$ cat config.mk
export PLATFORM = sky130hd
export DESIGN_NAME = alu_cmd_sequencer
export DESIGN_NICKNAME = d
export VERILOG_FILES = /design/src/rtl/alu_cmd_sequencer.sv
export SDC_FILE = /design/constraint.sdc
export NUM_CORES = 1
export LEC_CHECK = 0
export BUFFER_PORTS_ARGS = -buffer_cell sky130_fd_sc_hd__buf_4
export CAP_MARGIN = 40
export CORE_MARGIN = 4
export CORE_UTILIZATION = 48
export DETAILED_ROUTE_END_ITERATION = 8
export GPL_TIMING_DRIVEN = 0
export PLACE_DENSITY = 0.78
export SLEW_MARGIN = 40
export SYNTH_ARGS = -nofsm -noshare
export SYNTH_HDL_FRONTEND = slang
export SYNTH_SLANG_ARGS = --single-unit
$ cat constraint.sdc
create_clock -name clk -period 1.8 [get_ports clk]
set_input_delay 0.18 -clock clk [delete_from_list [all_inputs] [get_ports clk]]
set_output_delay 0.18 -clock clk [all_outputs]
set_load 0.1 [all_outputs]
$ cat src/rtl/alu_cmd_sequencer.sv
// Byte-serial command front end for the 8-bit combinational ALU: collects opcode and
// operands, drives the ALU with registered controls, and returns one result per command.
module alu_cmd_sequencer #(
    parameter int              WIDTH    = 8,
    parameter logic [WIDTH-1:0] DIV0_VAL = {WIDTH{1'b1}}
) (
    input  logic             clk,
    input  logic             rst_n,
    input  logic [WIDTH-1:0] in_data,
    input  logic             in_valid,
    output logic             in_ready,
    output logic [WIDTH-1:0] alu_a,
    output logic [WIDTH-1:0] alu_b,
    output logic             alu_mode,
    output logic [1:0]       alu_op,
    input  logic [WIDTH-1:0] alu_f,
    output logic [WIDTH-1:0] res_data,
    output logic             res_err,
    output logic             res_valid,
    input  logic             res_ready
);

    typedef enum logic [2:0] {OPC, OPA, OPB, EXEC, RESP} state_t;

    state_t state_reg;
    logic   in_xfer;
    logic   is_unary;
    logic   is_div0;

    // Gated by rst_n so the host sees no acceptance while reset is held.
    assign in_ready = rst_n && (state_reg == OPC || state_reg == OPA || state_reg == OPB);
    assign in_xfer  = in_valid && in_ready;
    assign is_unary = !alu_mode && (alu_op == 2'b11);
    assign is_div0  = alu_mode && (alu_op == 2'b10) && (alu_b == '0);

    always_ff @(posedge clk or negedge rst_n) begin
        if (!rst_n) begin
            state_reg <= OPC;
            alu_a     <= '0;
            alu_b     <= '0;
            alu_mode  <= 1'b0;
            alu_op    <= 2'b00;
            res_data  <= '0;
            res_err   <= 1'b0;
            res_valid <= 1'b0;
        end else begin
            case (state_reg)
                OPC: begin
                    if (in_xfer) begin
                        alu_mode <= in_data[2];
                        alu_op   <= in_data[1:0];
                        alu_b    <= '0;
                        // Malformed opcode is answered at once; no operand bytes are taken.
                        if (|in_data[WIDTH-1:3]) begin
                            res_data  <= '0;
                            res_err   <= 1'b1;
                            res_valid <= 1'b1;
                            state_reg <= RESP;
                        end else begin
                            state_reg <= OPA;
                        end
                    end
                end
                OPA: begin
                    if (in_xfer) begin
                        alu_a     <= in_data;
                        state_reg <= is_unary ? EXEC : OPB;
                    end
                end
                OPB: begin
                    if (in_xfer) begin
                        alu_b     <= in_data;
                        state_reg <= EXEC;
                    end
                end
                EXEC: begin
                    if (is_div0) begin
                        res_data <= DIV0_VAL;
                        res_err  <= 1'b1;
                    end else begin
                        res_data <= alu_f;
                        res_err  <= 1'b0;
                    end
                    res_valid <= 1'b1;
                    state_reg <= RESP;
                end
                RESP: begin
                    if (res_ready) begin
                        res_valid <= 1'b0;
                        state_reg <= OPC;
                    end
                end
                default: state_reg <= OPC;
            endcase
        end
    end

endmodule
==> results of run 1 <==
==> cells in the mapped netlist (all sizes together) (2+ instances only) <==
| cell type | count |
|---|---|
| dfrtp | 32 |
| inv | 3 |
| buf | 4 |
| nand2 | 22 |
| clkbuf | 3 |
| o21ai | 10 |
| nor2 | 5 |
| nor3 | 2 |
| a221o | 8 |
| mux2 | 11 |
==> metal layers <==
layer | share of wire | GRT usage | wire [µm]
met3 | 0.080 | 0.0713 | 263
met2 | 0.47 | 0.317 | 1560
met5 | 0 | 0 | 0
met4 | 0.019 | 0.0727 | 61
met1 | 0.43 | 0.227 | 1410
==> cell families after synthesis <==
logic type,synth area share
DFF,0.583
muxes,0.0902
buffers and inverters,0.0401
and+or+nand+nor,0.149
AOI/OAI and AO/OA,0.138
==> worst register-to-register path: cells and delay by family (launching register included) <==
family | cells | cell delay (ns)
AOI/OAI and AO/OA | 1 | 0.08
and+or+nand+nor | 2 | 0.49
buffers and inverters | 3 | 0.61
DFF | 1 | 0.37
==> through the flow <==
stage | setup slack [ns] | hold slack, ns | setup TNS, ns | area [µm²] | power (mW)
after global placement | -0.0231 | 0.150 | -0.133 | 1780 | 1.46
after detailed placement | -0.129 | 0.156 | -0.970 | 1780 | 1.47
after floorplan | 0.0162 | -0.116 | 0 | 1380 | 1.29
after CTS | 0.0641 | 0.00677 | 0 | 1880 | 1.92
final | 0.120 | 0.0615 | 0 | 1890 | 1.90
after global routing | 0.0238 | 0.0445 | 0 | 1890 | 1.99
==> where the power goes <==
group	internal (mW)	switching (mW)
Combinational	0.163	0.484
Sequential	0.773	0.0387
Clock	0.191	0.253
Total	1.13	0.776
==> area by class of cell <==
| type | count | area (µm²) |
|---|---|---|
| Multi-Input combinational cell | 75 | 518 |
| Buffer | 7 | 45.0 |
| Inverter | 3 | 11.3 |
| Fill cell | 223 | 870 |
| Timing Repair Buffer | 52 | 408 |
| Clock buffer | 7 | 55.1 |
| Clock inverter | 1 | 7.51 |
| Sequential cell | 32 | 805 |
| Tap cell | 31 | 38.8 |
==> repair_timing <==
item                                   CTS  global route
gates resized for setup                  0             2
setup endpoints to repair                0             5
hold buffers                             2             1
endpoints found under the hold margin   32             1
==> final timing paths <==
path,start,to,cells after the start
max,rst_n,alu_b[4],8
min,alu_f[3],res_data[3],2
max reg2reg,state_reg[2],alu_b[4],6
min reg2reg,alu_a[5],alu_a[5],1
max in group asynchronous,rst_n,alu_b[7],3
min in group asynchronous,rst_n,res_data[4],3
==> reports/results.ini, run 1 <==
[status]
status = finished clean

[clock_network]
cts_buffers = 5
clock_sinks = 32
htreeDepth = 2
clock_latency_ns = 0.34
cts_buffer_depth = 2
cts_tree = built
cts_setup_buffers = 0
path_clk_slew_ns = 0.11
cts_root_buf = clkbuf_4

[sta]
hold_violations = 0
fmax_ghz = 0.595
finalMaxSlewViolations = 0
min_period_ns = 1.68
skew_ns = 0.0141
slew_headroom = 0.675
setup_viol = 0
period_share = 0.933
rsz0062_at_grt = no
tightest_slew_ns = 0.487

[run]
drv_cap = 0

[place]
gp_congestion = 0.768
dp.cells = 197
port_buffers = 49
dp_hpwl_mm = 2.34

[yosys]
synthFlopType = dfrtp_1
synthArstFlopShare = 1.00
synth_seq_cells = 32
syn_nets = 137
avgSynthCellArea_um2 = 11.7
yosysWarnings = 0
syn_area_um2 = 1370
synth_cell_types = 31
synth.area.top_cells = dfrtp_1, mux2_2, a221o_2
netlist_instances = 117
synth-edff-count = 0
synth_top_cell_by_area = dfrtp_1
seq_area_frac_synth = 0.583
yosysTopAreaCellShare = 0.583

[detailed_routing]
postRouteAntennaNets = 0
drcViolationCount = 0
first_pass_iters = 4
first_iter_violations = 43
post_drt_wl_per_cell_um = 15.8
vias = 1154
routed_wl_mm = 3.29
routed_via_density = 5.55

[layout]
nets = 196
drive_gt1_frac = 0.497
syn_to_final_growth_pct = 37.4
layout_commonest_cell = buf_4
instances_no_fill = 208
most-common-layout-cells = buf_4, dfrtp_1, nand2_1
antenna_cells = 0
final_util = 0.685
largestRegisters = alu_a x8, alu_b x8, res_data x8

[worst_setup_path]
cpMostUsedCell = nand2_1
r2r_setup_slack_ns = 0.14
cp_slowest_stage_delay_ns = 0.53
cp_max_fo = 10
critPathKind = in2reg
cp_num_buf_inv = 4
required_ns = 2.01
setup.worst_path.end_class = flop
crit_arrival_ns = 1.89
cp_slowest_cell = dlygate4sd3_1
cp-start-kind = input port
critPathTopFamily = buffers and inverters
worstPathCellList = dlygate4sd3_1, buf_4, nand2_1, or3_1, clkbuf_1, clkbuf_2, nand2_1, o21ai_0

[worst_hold_path]
min_path_type = in2reg

[power_and_ir_drop]
p_leak_nw = 0.944
power_density_nw_per_um2 = 1010
vdd_ir_drop_max_uv = 746

[floorplan]
die_area_um2 = 3780
io_pins = 50
die_x_um = 61.5
core_um2 = 2760
initial_core_util = 0.498
std_cell_rows = 19
die_y_um = 61.5

[global_route]
antenna_found_initial = 0
grt_overflow = 0
grt_pass1_vias = 1196
grt_max_degree = 33
grt_first_pass_wirelength_mm = 5.25
grt_use_total = 0.192

Power figures use the tool's default switching activity.
==> run 2: changes to the inputs <==
- GPL_TIMING_DRIVEN: 0 -> unset
==> run 2 against run 1 <==
  * Final area rose by 0.40%
  * Clock skew fell by 0.013 ns
  * Via count fell by 1.8%
  * Core utilization rose by 0.27 points
  * Register-to-register slack improved by 0.07 ns
  * Worst setup slack got worse by 0.024 ns
  * Non-clock buffer count fell by 4
  * Combinational power fell by 2%
  * Sequential share of layout area fell by 0.17 points
  * First-iteration DRC count fell by 40%
  * Clock-buffer cell count did not move
  * Critical path type is now reg2out
==> reports/results.ini, run 2 (synthesis results as in run 1) <==
[status]
status = finished clean

[run]
drv_cap = 0  ; unchanged

[layout]
drive_gt1_frac = 0.509  ; +0.0115
antenna_cells = 0  ; unchanged
instances_no_fill = 204  ; -1.9%
most-common-layout-cells = buf_4, dfrtp_1, nand2_1
nets = 192  ; -2.0%
syn_to_final_growth_pct = 38.0
largestRegisters = alu_a x8, alu_b x8, res_data x8
layout_commonest_cell = buf_4

[worst_setup_path]
cp-start-kind = flop
cp_max_fo = 8  ; -2
crit_arrival_ns = 1.52  ; -0.37 ns
crit_start = state_reg[1]
critPathKind = reg2out
required_ns = 1.62  ; -0.39 ns
timing.rr.start = state_reg[0]
setup.worst_path.end_class = primary output

[floorplan]
std_cell_rows = 19  ; unchanged
die_y_um = 61.5  ; unchanged
die_x_um = 61.5  ; unchanged
core_um2 = 2760  ; unchanged
io_pins = 50  ; unchanged
initial_core_util = 0.498  ; unchanged
die_area_um2 = 3780  ; unchanged

[global_route]
grt_use_total = 0.193  ; +0.00127
grt_util_met3 = 0.0692  ; -0.00210
grt_max_degree = 33  ; unchanged
antenna_found_initial = 0  ; unchanged
grt_use_met2 = 0.294  ; -0.0224
busiest_layer = met2
grt_pass1_vias = 1098  ; -8.2%
grt_first_pass_wirelength_mm = 5.22  ; -0.51%
grt_util_met1 = 0.253  ; +0.0258
grt_overflow = 0  ; unchanged

[place]
pre_cts_ws_ns = 0.201  ; +0.329 ns
gp_congestion = 0.766  ; -0.34%
port_buffers = 49  ; unchanged
dp_hpwl_mm = 2.42  ; +3.3%
dp.cells = 194  ; -1.5%

[worst_hold_path]
min-delay-start = res_ready
min_path_type = in2reg

[detailed_routing]
post_drt_wl_per_cell_um = 15.9  ; +0.23%
vias = 1133  ; -1.8%
postRouteAntennaNets = 0  ; unchanged
first_pass_iters = 4  ; unchanged
first_iter_violations = 26  ; -40%
drcViolationCount = 0  ; unchanged
routed_wl_mm = 3.23  ; -1.7%
routed_via_density = 5.55  ; +0.11%

[power_and_ir_drop]
p_leak_nw = 0.952  ; +0.89%
power_density_nw_per_um2 = 1090  ; +7.9%
vdd_ir_drop_max_uv = 944  ; +27%
finalPower_mw = 2.06  ; +8.4%

[sta]
slew_headroom = 0.690  ; +0.0147
skew_ns = 0.00129  ; -0.0129 ns
min_period_ns = 1.70  ; +0.0241 ns
fin_setup_tns_ns = 0  ; unchanged
rsz0062_at_grt = no
fmax_ghz = 0.587  ; -1.4%
period_share = 0.947  ; +0.0134
tightest_slew_ns = 0.465  ; -0.0220 ns
finalMaxSlewViolations = 0  ; unchanged
hold-worst-slack_ns = 0.0250  ; -0.0365 ns
setup_viol = 0  ; unchanged
setup_slack_ns = 0.0957  ; -0.0241 ns
hold_violations = 0  ; unchanged

[clock_network]
hold_buffers = 2  ; unchanged
cts_buffer_depth = 2  ; unchanged
cts_root_buf = clkbuf_4
cts_resized = 0  ; unchanged
clock_latency_ns = 0.33  ; about the same
htreeDepth = 2  ; unchanged
cts_tree = built
path_clk_slew_ns = 0.09  ; -0.02 ns
cts_setup_buffers = 0  ; unchanged
clock_sinks = 32  ; unchanged
cts_buffers = 5  ; unchanged

-- run 2: final cells by class --
type / count / area (µm²)
fillers: 223 / 862
flip-flops and latches: 32 / 805
multi-input cells: 75 / 518
repair buffers: 55 / 428
clock buffers: 7 / 65.1
well taps: 31 / 38.8
clock inverters: 1 / 30.0
inverters: 3 / 11.3
-- run 2: worst paths after layout --
check / endpoint / slack [ns] / cells past startpoint
min in group asynchronous: alu_a[1] / 0.46 / 4
worst max register to register: res_data[5] / 0.21 / 4
max in group asynchronous: alu_b[7] / 1.16 / 4
worst max-delay path: in_ready / 0.1 / 4
worst min-delay path: state_reg[2] / 0.03 / 2
worst min register to register: alu_a[5] / 0.52 / 1
-- run 2: power by group --
| group | switching, mW | total [mW] | internal (mW) |
|---|---|---|---|
| logic | 0.477 | 0.633 | 0.156 |
| clock network | 0.241 | 0.610 | 0.369 |
| registers | 0.0459 | 0.818 | 0.773 |
-- run 2: layer usage --
layer,part of all wire,vias to the layer above
met1,0.42,551
li1,-,533
met2,0.48,43
met4,0.014,0
met3,0.085,6
met5,0,-
-- run 2: critical path: stages, from the launching register on --
cell	delay, ns
dfrtp_1	0.41
buf_4	0.17
nand2_1	0.14
and3_1	0.18
buf_4	0.29
-- run 2: stage by stage --
step	util	area (µm²)
floorplan	-	1380
detailed placement	0.642	1770
CTS	0.687	1900
finish	0.687	1900
global placement	0.642	1770
global route	0.687	1900
==> run 3: changes to the inputs <==
- ABC_AREA: unset -> 1
- CORE_UTILIZATION: 48 -> 50
- PLACE_DENSITY: 0.78 -> 0.79
==> run 3 against run 2 <==
  * First-iteration DRC count increased by 62%
  * Cell count increased by 46%
  * Register-to-register slack improved by 0.06 ns
  * Critical endpoint unchanged
  * Largest cell class unchanged
  * Largest power group is now combinational cells
==> reports/results.ini, run 3 <==
[sta]
tightest_slew_ns = 0.470  ; +0.00515 ns
setup_viol = 0  ; unchanged
period_share = 0.906  ; -0.0406
slew_headroom = 0.686  ; -0.00377
min_period_ns = 1.63  ; -0.0731 ns
hold_violations = 0  ; unchanged
rsz0062_at_grt = no
fmax_ghz = 0.613  ; +4.5%
setup_slack_ns = 0.169  ; +0.0731 ns
finalMaxSlewViolations = 0  ; unchanged
fin_setup_tns_ns = 0  ; unchanged
skew_ns = 0.00492  ; +0.00363 ns

[global_route]
grt_first_pass_wirelength_mm = 5.66  ; +8.3%
antenna_found_initial = 0  ; unchanged
grt_pass1_vias = 1260  ; +15%
grt_use_total = 0.178  ; -0.0148
grt_max_degree = 33  ; unchanged
grt_util_met3 = 0.0475  ; -0.0217
grt_util_met1 = 0.238  ; -0.0144
grt_overflow = 0  ; unchanged
busiest_layer = met2
grt_use_met2 = 0.267  ; -0.0274

[yosys]
synth-edff-count = 0  ; unchanged
avgSynthCellArea_um2 = 7.91  ; -33%
synthArstFlopShare = 1.00  ; unchanged
synth_cell_types = 20  ; -35%
synth_top_cell_by_area = dfrtp_1
syn_area_um2 = 1560  ; +13%
synth.area.top_cells = dfrtp_1, nand2_1, inv_1
netlist_instances = 197  ; +68%
synth_seq_cells = 32  ; unchanged
seq_area_frac_synth = 0.514  ; -0.0692
yosysWarnings = 0  ; unchanged
ys_top_cells_by_count = nand2_1, dfrtp_1, inv_1, nor2_1, nand3_1
yosysMostFrequentCell = nand2_1
synthFlopType = dfrtp_1
yosysTopAreaCellShare = 0.514  ; -0.0692
syn_nets = 217  ; +58%

[worst_setup_path]
setup.worst_path.end_class = primary output
cp-start-kind = flop
crit_arrival_ns = 1.45  ; -0.07 ns
critPathKind = reg2out
required_ns = 1.62  ; about the same
r2r_setup_slack_ns = 0.27  ; +0.06 ns
cp_max_fo = 7  ; -1

[floorplan]
std_cell_rows = 20  ; +1
io_pins = 50  ; unchanged
initial_core_util = 0.515  ; +0.0167
core_um2 = 3030  ; +9.8%
die_area_um2 = 4080  ; +7.8%
die_x_um = 63.8  ; +3.8%
die_y_um = 63.8  ; +3.8%

[layout]
fin_area_um2 = 2030  ; +6.9%
nets = 272  ; +42%
layout_commonest_cell = nand2_1
most-common-layout-cells = nand2_1, buf_4, dfrtp_1
syn_to_final_growth_pct = 30.0
antenna_cells = 0  ; unchanged
drive_gt1_frac = 0.296  ; -0.212
largestRegisters = alu_a x8, alu_b x8, res_data x8

[power_and_ir_drop]
p_leak_nw = 1.16  ; +22%
vdd_ir_drop_max_uv = 921  ; -2.5%
power_density_nw_per_um2 = 1400  ; +28%

[clock_network]
cts_setup_buffers = 0  ; unchanged
clock_sinks = 32  ; unchanged
clock_latency_ns = 0.34  ; about the same
cts_buffers = 5  ; unchanged
path_clk_slew_ns = 0.09  ; about the same
cts_tree = built
htreeDepth = 2  ; unchanged
cts_root_buf = clkbuf_4
cts_buffer_depth = 2  ; unchanged

[detailed_routing]
first_pass_iters = 4  ; unchanged
drcViolationCount = 0  ; unchanged
vias = 1413  ; +25%
post_drt_wl_per_cell_um = 11.2  ; -29%
routed_wl_mm = 3.34  ; +3.2%
routed_via_density = 4.76  ; -14%
first_iter_violations = 42  ; +62%
postRouteAntennaNets = 0  ; unchanged

[place]
port_buffers = 49  ; unchanged
gp_congestion = 0.824  ; +7.6%
dp_hpwl_mm = 2.57  ; +6.5%
pre_cts_ws_ns = 0.304  ; +0.103 ns
dpl_cell_area_um2 = 1960  ; +11%

[status]
status = finished clean

[run]
drv_cap = 0  ; unchanged

[worst_hold_path]
min_path_type = in2reg

## run 3: final timing paths
path | from | end | depth (start not counted)
worst max register to register | state_reg[2] | alu_a[3] | 5
max in group asynchronous | rst_n | alu_b[0] | 3
min in group asynchronous | rst_n | alu_op[1] | 3
worst min-delay path | in_data[2] | alu_a[2] | 3
worst max-delay path | state_reg[0] | in_ready | 4
worst min register to register | res_data[5] | res_data[5] | 2
## run 3: layer usage
layer	share of wire	routed length [µm]	vias to the layer above
met3	0.045	151	9
li1	-	-	721
met2	0.45	1500	34
met4	0.025	82	0
met1	0.48	1600	649
met5	0	0	-
## run 3: stage by stage
stage	util	power [mW]	instances	hold WS, ns
global route	0.669	2.99	297	0.0564
detailed placement	0.647	2.42	288	0.256
finish	0.669	2.83	297	0.0646
CTS	0.669	2.84	297	0.0612
global placement	0.647	2.42	288	0.256
floorplan	-	2.12	197	-0.116
## run 3: worst max-delay path, cell delays in order, from the launching register on
cell     delay [ns]
dfrtp_1        0.45
a21oi_2        0.21
nand2_1        0.09
inv_2          0.08
buf_4          0.29
## run 3: cell type report
class	instances	area (µm²)
Fill cell	257	1000
Sequential cell	32	801
Multi-Input combinational cell	139	637
Timing Repair Buffer	52	393
Inverter	22	82.6
Clock buffer	8	58.8
Tap cell	44	55.1
## run 3: timing repair
item / 4_1_cts / 5_1_grt
endpoints found under the hold margin: 32 / 0
hold buffers: 1 / 0
resized for setup: 0 / 0
## run 3: cell families (layout without fill, tap and decap cells)
logic type	Yosys count	count (layout)	synth area share
simple gates	119	119	0.318
compound gates	20	20	0.0907
flops	32	32	0.514
buf+inv	26	82	0.0778
## run 3: power by group
part | total [mW] | internal, mW | switching [mW]
clock network | 0.422 | 0.192 | 0.230
logic | 1.48 | 0.314 | 1.17
registers | 0.925 | 0.833 | 0.0920
